<file path="config.mk">
export PLATFORM = sky130hd
export DESIGN_NAME = aurora_tx_arbiter
export DESIGN_NICKNAME = d
export VERILOG_FILES = /design/src/rtl/aurora_tx_arbiter.sv
export SDC_FILE = /design/constraint.sdc
export NUM_CORES = 1
export LEC_CHECK = 0
export BUFFER_PORTS_ARGS = -buffer_cell sky130_fd_sc_hd__buf_2
export CAP_MARGIN = 20
export CORE_AREA = 2 2 100 102
export DETAILED_ROUTE_END_ITERATION = 10
export DIE_AREA = 0 0 102 104
export PLACE_DENSITY = 0.9
export SETUP_SLACK_MARGIN = 0.05
export SYNTH_ARGS = -nofsm -noshare
export SYNTH_HDL_FRONTEND = slang
export SYNTH_SLANG_ARGS = --single-unit
</file>
<file path="constraint.sdc">
create_clock -name m_axis_aclk -period 5.6 [get_ports m_axis_aclk]
set_input_delay 1.12 -clock m_axis_aclk [delete_from_list [all_inputs] [get_ports m_axis_aclk]]
set_output_delay 1.12 -clock m_axis_aclk [all_outputs]
set_load 0.005 [all_outputs]
</file>
<file path="src/rtl/aurora_tx_arbiter.sv">
`default_nettype none
// ============================================================================
// Module      : aurora_tx_arbiter
// Description : Frame-granular round-robin arbiter that shares the Aurora TX
//               AXI-Stream link between two sources.
//               s0 carries sequence-numbered data; s1 carries aux/control
//               frames. The grant is held for a whole frame, downstream
//               backpressure is honoured, and a stalled frame is closed with a
//               filler word. Completed frames are counted per source.
// Ports       : m_axis_aclk / m_axis_aresetn    clock, async active-low reset
//               s0_axis_* / s1_axis_*          source streams (tready out)
//               m_axis_*                        merged stream to Aurora TX
//               ctrl_src_en[1:0]                per-source grant enable
//               ctrl_rst_cntr                   level clear of counters/flags
//               slv_cntr_s0 / slv_cntr_s1       frames forwarded per source
//               sts_grant[1:0]                  one-hot owner of the link
//               sts_err_timeout[1:0]            sticky stall-abort flags
// Revision    : 1.0 - initial release
// ============================================================================
module aurora_tx_arbiter #(
   parameter int                    DATA_WIDTH    = 32,
   parameter int                    STALL_TIMEOUT = 1024,
   parameter logic [DATA_WIDTH-1:0] TERM_WORD     = DATA_WIDTH'(32'hDEAD_F00D)
) (
   input  logic                  m_axis_aclk,
   input  logic                  m_axis_aresetn,
   input  logic                  s0_axis_tvalid,
   input  logic [DATA_WIDTH-1:0] s0_axis_tdata,
   input  logic                  s0_axis_tlast,
   output logic                  s0_axis_tready,
   input  logic                  s1_axis_tvalid,
   input  logic [DATA_WIDTH-1:0] s1_axis_tdata,
   input  logic                  s1_axis_tlast,
   output logic                  s1_axis_tready,
   output logic                  m_axis_tvalid,
   output logic [DATA_WIDTH-1:0] m_axis_tdata,
   output logic                  m_axis_tlast,
   input  logic                  m_axis_tready,
   input  logic [1:0]            ctrl_src_en,
   input  logic                  ctrl_rst_cntr,
   output logic [31:0]           slv_cntr_s0,
   output logic [31:0]           slv_cntr_s1,
   output logic [1:0]            sts_grant,
   output logic [1:0]            sts_err_timeout
);

   localparam int STALL_W = $clog2(STALL_TIMEOUT + 1);
   localparam logic [STALL_W-1:0] STALL_LAST = STALL_W'(STALL_TIMEOUT - 1);

   typedef enum logic [2:0] {
      ST_IDLE   = 3'd0,
      ST_GRANT0 = 3'd1,
      ST_GRANT1 = 3'd2,
      ST_TERM   = 3'd3,
      ST_DRAIN  = 3'd4
   } state_t;

   state_t               state_q, state_d;
   // Source of the most recent grant; also names the owner while in
   // GRANT/TERM/DRAIN, since it is updated on grant entry.
   logic                 last_grant_q, last_grant_d;
   logic [STALL_W-1:0]   stall_q, stall_d;
   logic [31:0]          cntr_s0_q, cntr_s0_d;
   logic [31:0]          cntr_s1_q, cntr_s1_d;
   logic [1:0]           err_q, err_d;

   logic                 sel_valid;
   logic                 sel_last;
   logic [1:0]           cand;
   logic [1:0]           owner_onehot;

   always_ff @(posedge m_axis_aclk or negedge m_axis_aresetn) begin
      if (!m_axis_aresetn) begin
         state_q      <= ST_IDLE;
         last_grant_q <= 1'b1;
         stall_q      <= '0;
         cntr_s0_q    <= '0;
         cntr_s1_q    <= '0;
         err_q        <= '0;
      end else begin
         state_q      <= state_d;
         last_grant_q <= last_grant_d;
         stall_q      <= stall_d;
         cntr_s0_q    <= cntr_s0_d;
         cntr_s1_q    <= cntr_s1_d;
         err_q        <= err_d;
      end
   end

   always_comb begin
      state_d        = state_q;
      last_grant_d   = last_grant_q;
      stall_d        = '0;
      cntr_s0_d      = cntr_s0_q;
      cntr_s1_d      = cntr_s1_q;
      err_d          = err_q;
      m_axis_tvalid  = 1'b0;
      m_axis_tdata   = '0;
      m_axis_tlast   = 1'b0;
      s0_axis_tready = 1'b0;
      s1_axis_tready = 1'b0;
      sts_grant      = 2'b00;

      sel_valid    = last_grant_q ? s1_axis_tvalid : s0_axis_tvalid;
      sel_last     = last_grant_q ? s1_axis_tlast  : s0_axis_tlast;
      cand         = {s1_axis_tvalid & ctrl_src_en[1], s0_axis_tvalid & ctrl_src_en[0]};
      owner_onehot = last_grant_q ? 2'b10 : 2'b01;

      case (state_q)
         ST_IDLE: begin
            if (cand != 2'b00) begin
               // On a tie the source that did not win last time is served.
               if (cand == 2'b11) begin
                  last_grant_d = ~last_grant_q;
               end else begin
                  last_grant_d = cand[1];
               end
               state_d = (cand == 2'b11) ? (last_grant_q ? ST_GRANT0 : ST_GRANT1)
                                         : (cand[1] ? ST_GRANT1 : ST_GRANT0);
            end
         end

         ST_GRANT0, ST_GRANT1: begin
            m_axis_tvalid  = sel_valid;
            m_axis_tdata   = last_grant_q ? s1_axis_tdata : s0_axis_tdata;
            m_axis_tlast   = sel_last;
            s0_axis_tready = ~last_grant_q & m_axis_tready;
            s1_axis_tready =  last_grant_q & m_axis_tready;
            sts_grant      = owner_onehot;
            if (sel_valid) begin
               // Downstream backpressure never advances the stall count.
               if (m_axis_tready && sel_last) begin
                  state_d = ST_IDLE;
                  if (last_grant_q) begin
                     cntr_s1_d = (cntr_s1_q == 32'hFFFF_FFFF) ? cntr_s1_q : cntr_s1_q + 32'd1;
                  end else begin
                     cntr_s0_d = (cntr_s0_q == 32'hFFFF_FFFF) ? cntr_s0_q : cntr_s0_q + 32'd1;
                  end
               end
            end else if (stall_q == STALL_LAST) begin
               state_d             = ST_TERM;
               err_d[last_grant_q] = 1'b1;
            end else begin
               stall_d = stall_q + STALL_W'(1);
            end
         end

         ST_TERM: begin
            m_axis_tvalid = 1'b1;
            m_axis_tdata  = TERM_WORD;
            m_axis_tlast  = 1'b1;
            sts_grant     = owner_onehot;
            if (m_axis_tready) begin
               state_d = ST_DRAIN;
            end
         end

         ST_DRAIN: begin
            // Discard the rest of the aborted frame regardless of enables,
            // so a partially sent frame can never wedge the source.
            s0_axis_tready = ~last_grant_q;
            s1_axis_tready =  last_grant_q;
            sts_grant      = owner_onehot;
            if (sel_valid && sel_last) begin
               state_d = ST_IDLE;
            end
         end

         default: begin
            state_d = ST_IDLE;
         end
      endcase

      // Clear has priority over a coincident frame completion or abort.
      if (ctrl_rst_cntr) begin
         cntr_s0_d = '0;
         cntr_s1_d = '0;
         err_d     = '0;
      end
   end

   assign slv_cntr_s0     = cntr_s0_q;
   assign slv_cntr_s1     = cntr_s1_q;
   assign sts_err_timeout = err_q;

endmodule
`default_nettype wire

</file>
; After elaboration in Yosys (flattened, before gate mapping)
; Cells that the tools add are included.
; Widths: inputs -> output; s select.
[totals]
in_bits = 74
elab_cells = 93
regBits = 81
[classes]
order_cmp = 2
eq_ne = 17
bitwise = 6
n_reduce_logical = 17
mux = 42
n_addsub = 3
[op_table]
columns = operator, n
row1 = $mux 32, 13
row2 = $add 32x1->32 const B, 2
row3 = $eq 32x32->1 const B, 2
row4 = $pmux 32 s2, 1
row5 = $mux 11, 3
row6 = $mux 2, 9
row7 = $mux 3, 6
row8 = $reduce_and 5->1, 3
row9 = $ne 2x2->1 const B, 7
row10 = $pmux 3 s4, 1
row11 = $reduce_bool 2->1, 6
row12 = $add 11x1->11 const B, 1
row13 = $eq 11x10->1 const B, 1
row14 = $pmux 1 s2, 4
row15 = $eq 3x2->1 const B, 2
row16 = $ne 3x3->1 const B, 2
row17 = $and 1x1->1, 4
row18 = $mux 1, 4
row19 = $reduce_or 4->1, 1
row20 = $eq 3x1->1 const B, 1
row21 = $eq 3x3->1 const B, 1
row22 = $logic_and 1x1->1, 3
row23 = $logic_not 3->1, 1
row24 = $reduce_and 3->1, 1
row25 = other kinds (8), 8

; Logic depth before layout (Yosys ltp)
[logic_depth]
depth_word = 9
mapped_depth = 8
depth_no_buf = 6

; Worst setup path before layout
; Ideal clock, no wire load.
[synth_timing]
path_kind = reg-to-output
from = register last_grant_q
to = output m_axis_tdata[16]
path_stages_with_launch = 6
n_path_buf = 3
arrival_ns = 1.961
path_slack_ns = 2.519
cell_sequence = dfstp_2 > clkbuf_1 > buf_1 > buf_1 > mux2i_1 > o21ai_0
[synth_between]
elab_chain_len = 2
[synth_lines]
columns = item, line_no
row1 = "start, declared", 61  ; logic last_grant_q, last_grant_d;
row2 = "start signal, assigned", 82  ; last_grant_q <= last_grant_d;
row3 = $mux 32, 125  ; m_axis_tdata = last_grant_q ? s1_axis_tdata : s0_axis_tdata;
row4 = $pmux 32 s2, 109  ; case (state_q)
row5 = "end, declared", 36  ; output logic [DATA_WIDTH-1:0] m_axis_tdata,
; No other way between the ends.

; Worst setup path after layout
[layout_timing]
from = register last_grant_q
to = output m_axis_tvalid
[layout_between]
elab_chain_len = 2
[layout_lines]
columns = item, line_no
row1 = $mux 1, 104  ; sel_valid = last_grant_q ? s1_axis_tvalid : s0_axis_tvalid;
row2 = $pmux 1 s2, 109
row3 = "end, declared", 35  ; output logic m_axis_tvalid,
; No other way between the ends.

==> run_results.csv <==
group,metric,value,unit
detailed_routing,via_count,5366,
placement,place_inst,868,
logic_synthesis,synth_area_leaders,"dfrtp_1 39%, mux2i_1 6.7%, a21oi_1 6.5%, o21ai_0 4.4%, or3_1 4.2%",
die,die-width,102,µm
outcome,status,"finished clean",
logic_synthesis,yosys.area.top_type_share,39.23,%
clock_tree,numCtsBuffers,9,
sta,fmax,287.3,MHz
placement,gp_congestion,0.9304,
pwr,ir_drop,0.2881,mV
placement,dpl.hpwl,10.41,mm
logic_synthesis,syn_nets,670,
critical_path,arrival,2.36,ns
global_routing,first_global_vias,4972,
clock_tree,clk_latency,0.35,ns
logic_synthesis,ys_warn_count,0,
sta,drv_slew,0,
global_routing,use_met2,48.36,%
detailed_routing,vias_per_cell,6.063,
logic_synthesis,ys_types,51,
die,fp.dieArea,10610,µm²
logic_synthesis,synth_top_area_cell,"dfrtp_1",
sta,fin_crit,3.481,ns
critical_path,cp_max_fo,43,
logic_synthesis,synth-edff-count,0,
pwr,power_per_cell_area,286.2,nW/µm²
die,rows,36,
global_routing,grtUsageTotal,27.56,%
sta,finalHoldViolations,0,
cells_and_area,mostFrequentLayoutCells,"176 x buf_2, 80 x dfrtp_1, 66 x a21oi_1",
placement,portBuffers,177,
clock_tree,cts_tree,"done",
placement,dpl_cell_area,6036,µm²
pwr,p_sw_share,37.89,%
pwr,p_leak,2.769,nW
worst_hold_path,holdPathEnd,"stall_q[0]",
logic_synthesis,syn_avg_cell_area,8.606,µm²
clock_tree,htreeDepth,3,
sta,timing.final.ws_setup,2.119,ns
global_routing,grt_pass1_wl,23.78,mm
worst_hold_path,hp-class,"flop to flop",
cells_and_area,layout.nets,825,
sta,min_period_over_period,62.16,%
clock_tree,cts.sinks,81,
cells_and_area,stdcell_count,885,
detailed_routing,finalWirelength,14.30,mm
cells_and_area,fill_cells,821,
placement,post-place-ws,2.233,ns
sta,rsz0062_at_grt,"false",
critical_path,reg2reg_depth,5,
detailed_routing,drtIter0Drc,419,
detailed_routing,drc_errors,0,
pwr,pwr-share-seq,39.7,%
logic_synthesis,syn_inst,593,
logic_synthesis,ys_ff_latch,81,
worst_hold_path,hold_depth,1,
die,core_area,9549,µm²
global_routing,gr-usage-met3,4.032,%
pwr,power.share.clock,19.9,%
clock_tree,cts_setup_buffers,0,
logic_synthesis,yosysSeqAreaShare,39.74,%
cells_and_area,area_delta_synth_final,21.82,%
die,die_h,104,µm
clock_tree,postCtsResizedCells,0,
global_routing,grt-busiest-layer,"met2",
critical_path,r2r_start,"last_grant_q",
clock_tree,cts-root-buf,"clkbuf_8",
critical_path,setup.worst_path.start_class,"flop",
sta,finalSetupViolations,0,
clock_tree,cts_hold_buf,0,
detailed_routing,ant_nets,0,
logic_synthesis,ys.flop_type,"dfrtp_1",
die,initial_core_util,53.45,%
sta,slew-limit-headroom,28.32,%
critical_path,cp-end-kind,"output pin",
cells_and_area,design_area,6217,µm²
critical_path,cp.required,4.48,ns
logic_synthesis,syn-cell-area,5104,µm²
critical_path,path_class,"flop to output pin",
cells_and_area,layout_commonest_cell,"buf_2",
sta,tightest_slew,1.075,ns
critical_path,regToRegEndpoint,"slv_cntr_s1[22]",
global_routing,antenna_found_initial,1,
pwr,p_comb_share,40.4,%
die,io_pins,178,
pwr,switchingPower,0.0006742,W
logic_synthesis,async_flop_share,100.0,%
run,maxCapViolations,0,
sta,tns,0,ns
clock_tree,clockBufferDepth,2,
sta,clock-skew-final,0.01117,ns
worst_hold_path,min_from,"stall_q[0]",
cells_and_area,drive_above_1_share,28.50,%
global_routing,grt_util_met1,34.61,%
clock_tree,cts.clk_slew.worst_paths,0.07,ns
detailed_routing,wire_per_inst,16.16,µm
global_routing,grt_max_degree,82,
pwr,power.internal,0.001105,W
global_routing,overflow,0,
detailed_routing,dr.pass1.iters,5,
critical_path,r2r_slack,2.29,ns
-- critical path: stages, from the launching register on --
cell	delay [ns]
dfstp_2	1.23
mux2i_1	0.39
o21ai_0	0.16
buf_2	0.19
-- worst max path at each step --
stage / startpoint / to / slack [ns] / depth (start not counted)
final: last_grant_q / m_axis_tvalid / 2.12 / 3
after global routing: last_grant_q / m_axis_tvalid / 1.97 / 3
after CTS: last_grant_q / m_axis_tvalid / 2.10 / 3
after detailed placement: m_axis_tready / slv_cntr_s0[31] / 2.23 / 6
after global placement: m_axis_tready / slv_cntr_s0[30] / 2.29 / 6
after floorplan: last_grant_q / m_axis_tdata[16] / 2.52 / 5
-- per-stage QoR --
stage	hold slack [ns]	power (W)	utilization, %
6_report	0.5075	0.001779	65.11
3_3_place_gp	0.4657	0.001406	63.21
2_1_floorplan	0.4533	0.001141	-
5_1_grt	0.5433	0.001895	65.11
3_5_place_dp	0.4920	0.001430	63.21
4_1_cts	0.5026	0.001787	64.71
-- per-layer routing --
metal  wire length [µm]  part of all wire [%]
met5                  0                     0
met4                276                   1.9
met3                801                   5.6
met2               7550                    53
met1               5671                    40
-- cell families (layout without fill, tap and decap cells) --
| logic type | Yosys count | in the layout | synth area share [%] |
|---|---|---|---|
| AOI/OAI and AO/OA | 155 | 155 | 17.58 |
| xor gates and xnor gates | 10 | 10 | 1.863 |
| adders and majority gates | 3 | 3 | 0.7356 |
| buffers and inverters | 47 | 205 | 3.702 |
| DFF | 81 | 81 | 39.74 |
| muxes | 41 | 41 | 8.213 |
| other | 0 | 1 | 0 |
| and+or+nand+nor | 256 | 256 | 28.17 |
-- cell usage after synthesis, drive strengths merged (2+ instances only) --
master / number
a21oi: 66
buf: 7
ha: 3
o41ai: 2
mux2: 7
a31oi: 2
o21a: 3
xnor2: 7
nor3: 13
o311ai: 2
nand4: 26
nor2: 49
nand3: 31
and2: 5
and4: 7
clkbuf: 32
or4: 25
xor2: 3
or2: 5
o21ai: 46
or3: 35
and3: 9
nand2b: 3
nand3b: 5
nand2: 28
o31ai: 25
nor2b: 6
dfrtp: 80
o31a: 2
inv: 8
mux2i: 34
nor4: 7
-- power by group through the flow --
stage / logic (W) / registers, W / clock network, W
floorplan: 0.000510 / 0.000631 / 0
CTS: 0.000718 / 0.000705 / 0.000364
detailed placement: 0.000714 / 0.000716 / 0
global placement: 0.000695 / 0.000711 / 0
finish: 0.000719 / 0.000706 / 0.000354
global route: 0.000791 / 0.000715 / 0.000389
-- registers in the layout (all words and copies together), names as in the netlist --
name	cells
stall_q	11
slv_cntr_s0	32
slv_cntr_s1	32
state_q	3
last_grant_q	1
sts_err_timeout	2
-- final cells by class --
type | instances | area, µm² | area share [%]
antenna | 1 | 2.502 | 0.04025
clock buffer | 13 | 138.9 | 2.234
clock inverter | 1 | 5.005 | 0.08050
inverter | 8 | 30.03 | 0.4830
multi-input combinational | 465 | 2893 | 46.53
sequential | 81 | 2028 | 32.62
tap | 133 | 166.4 | 2.677
timing repair buffer | 183 | 953.4 | 15.34
Power figures use the tool's default switching activity.
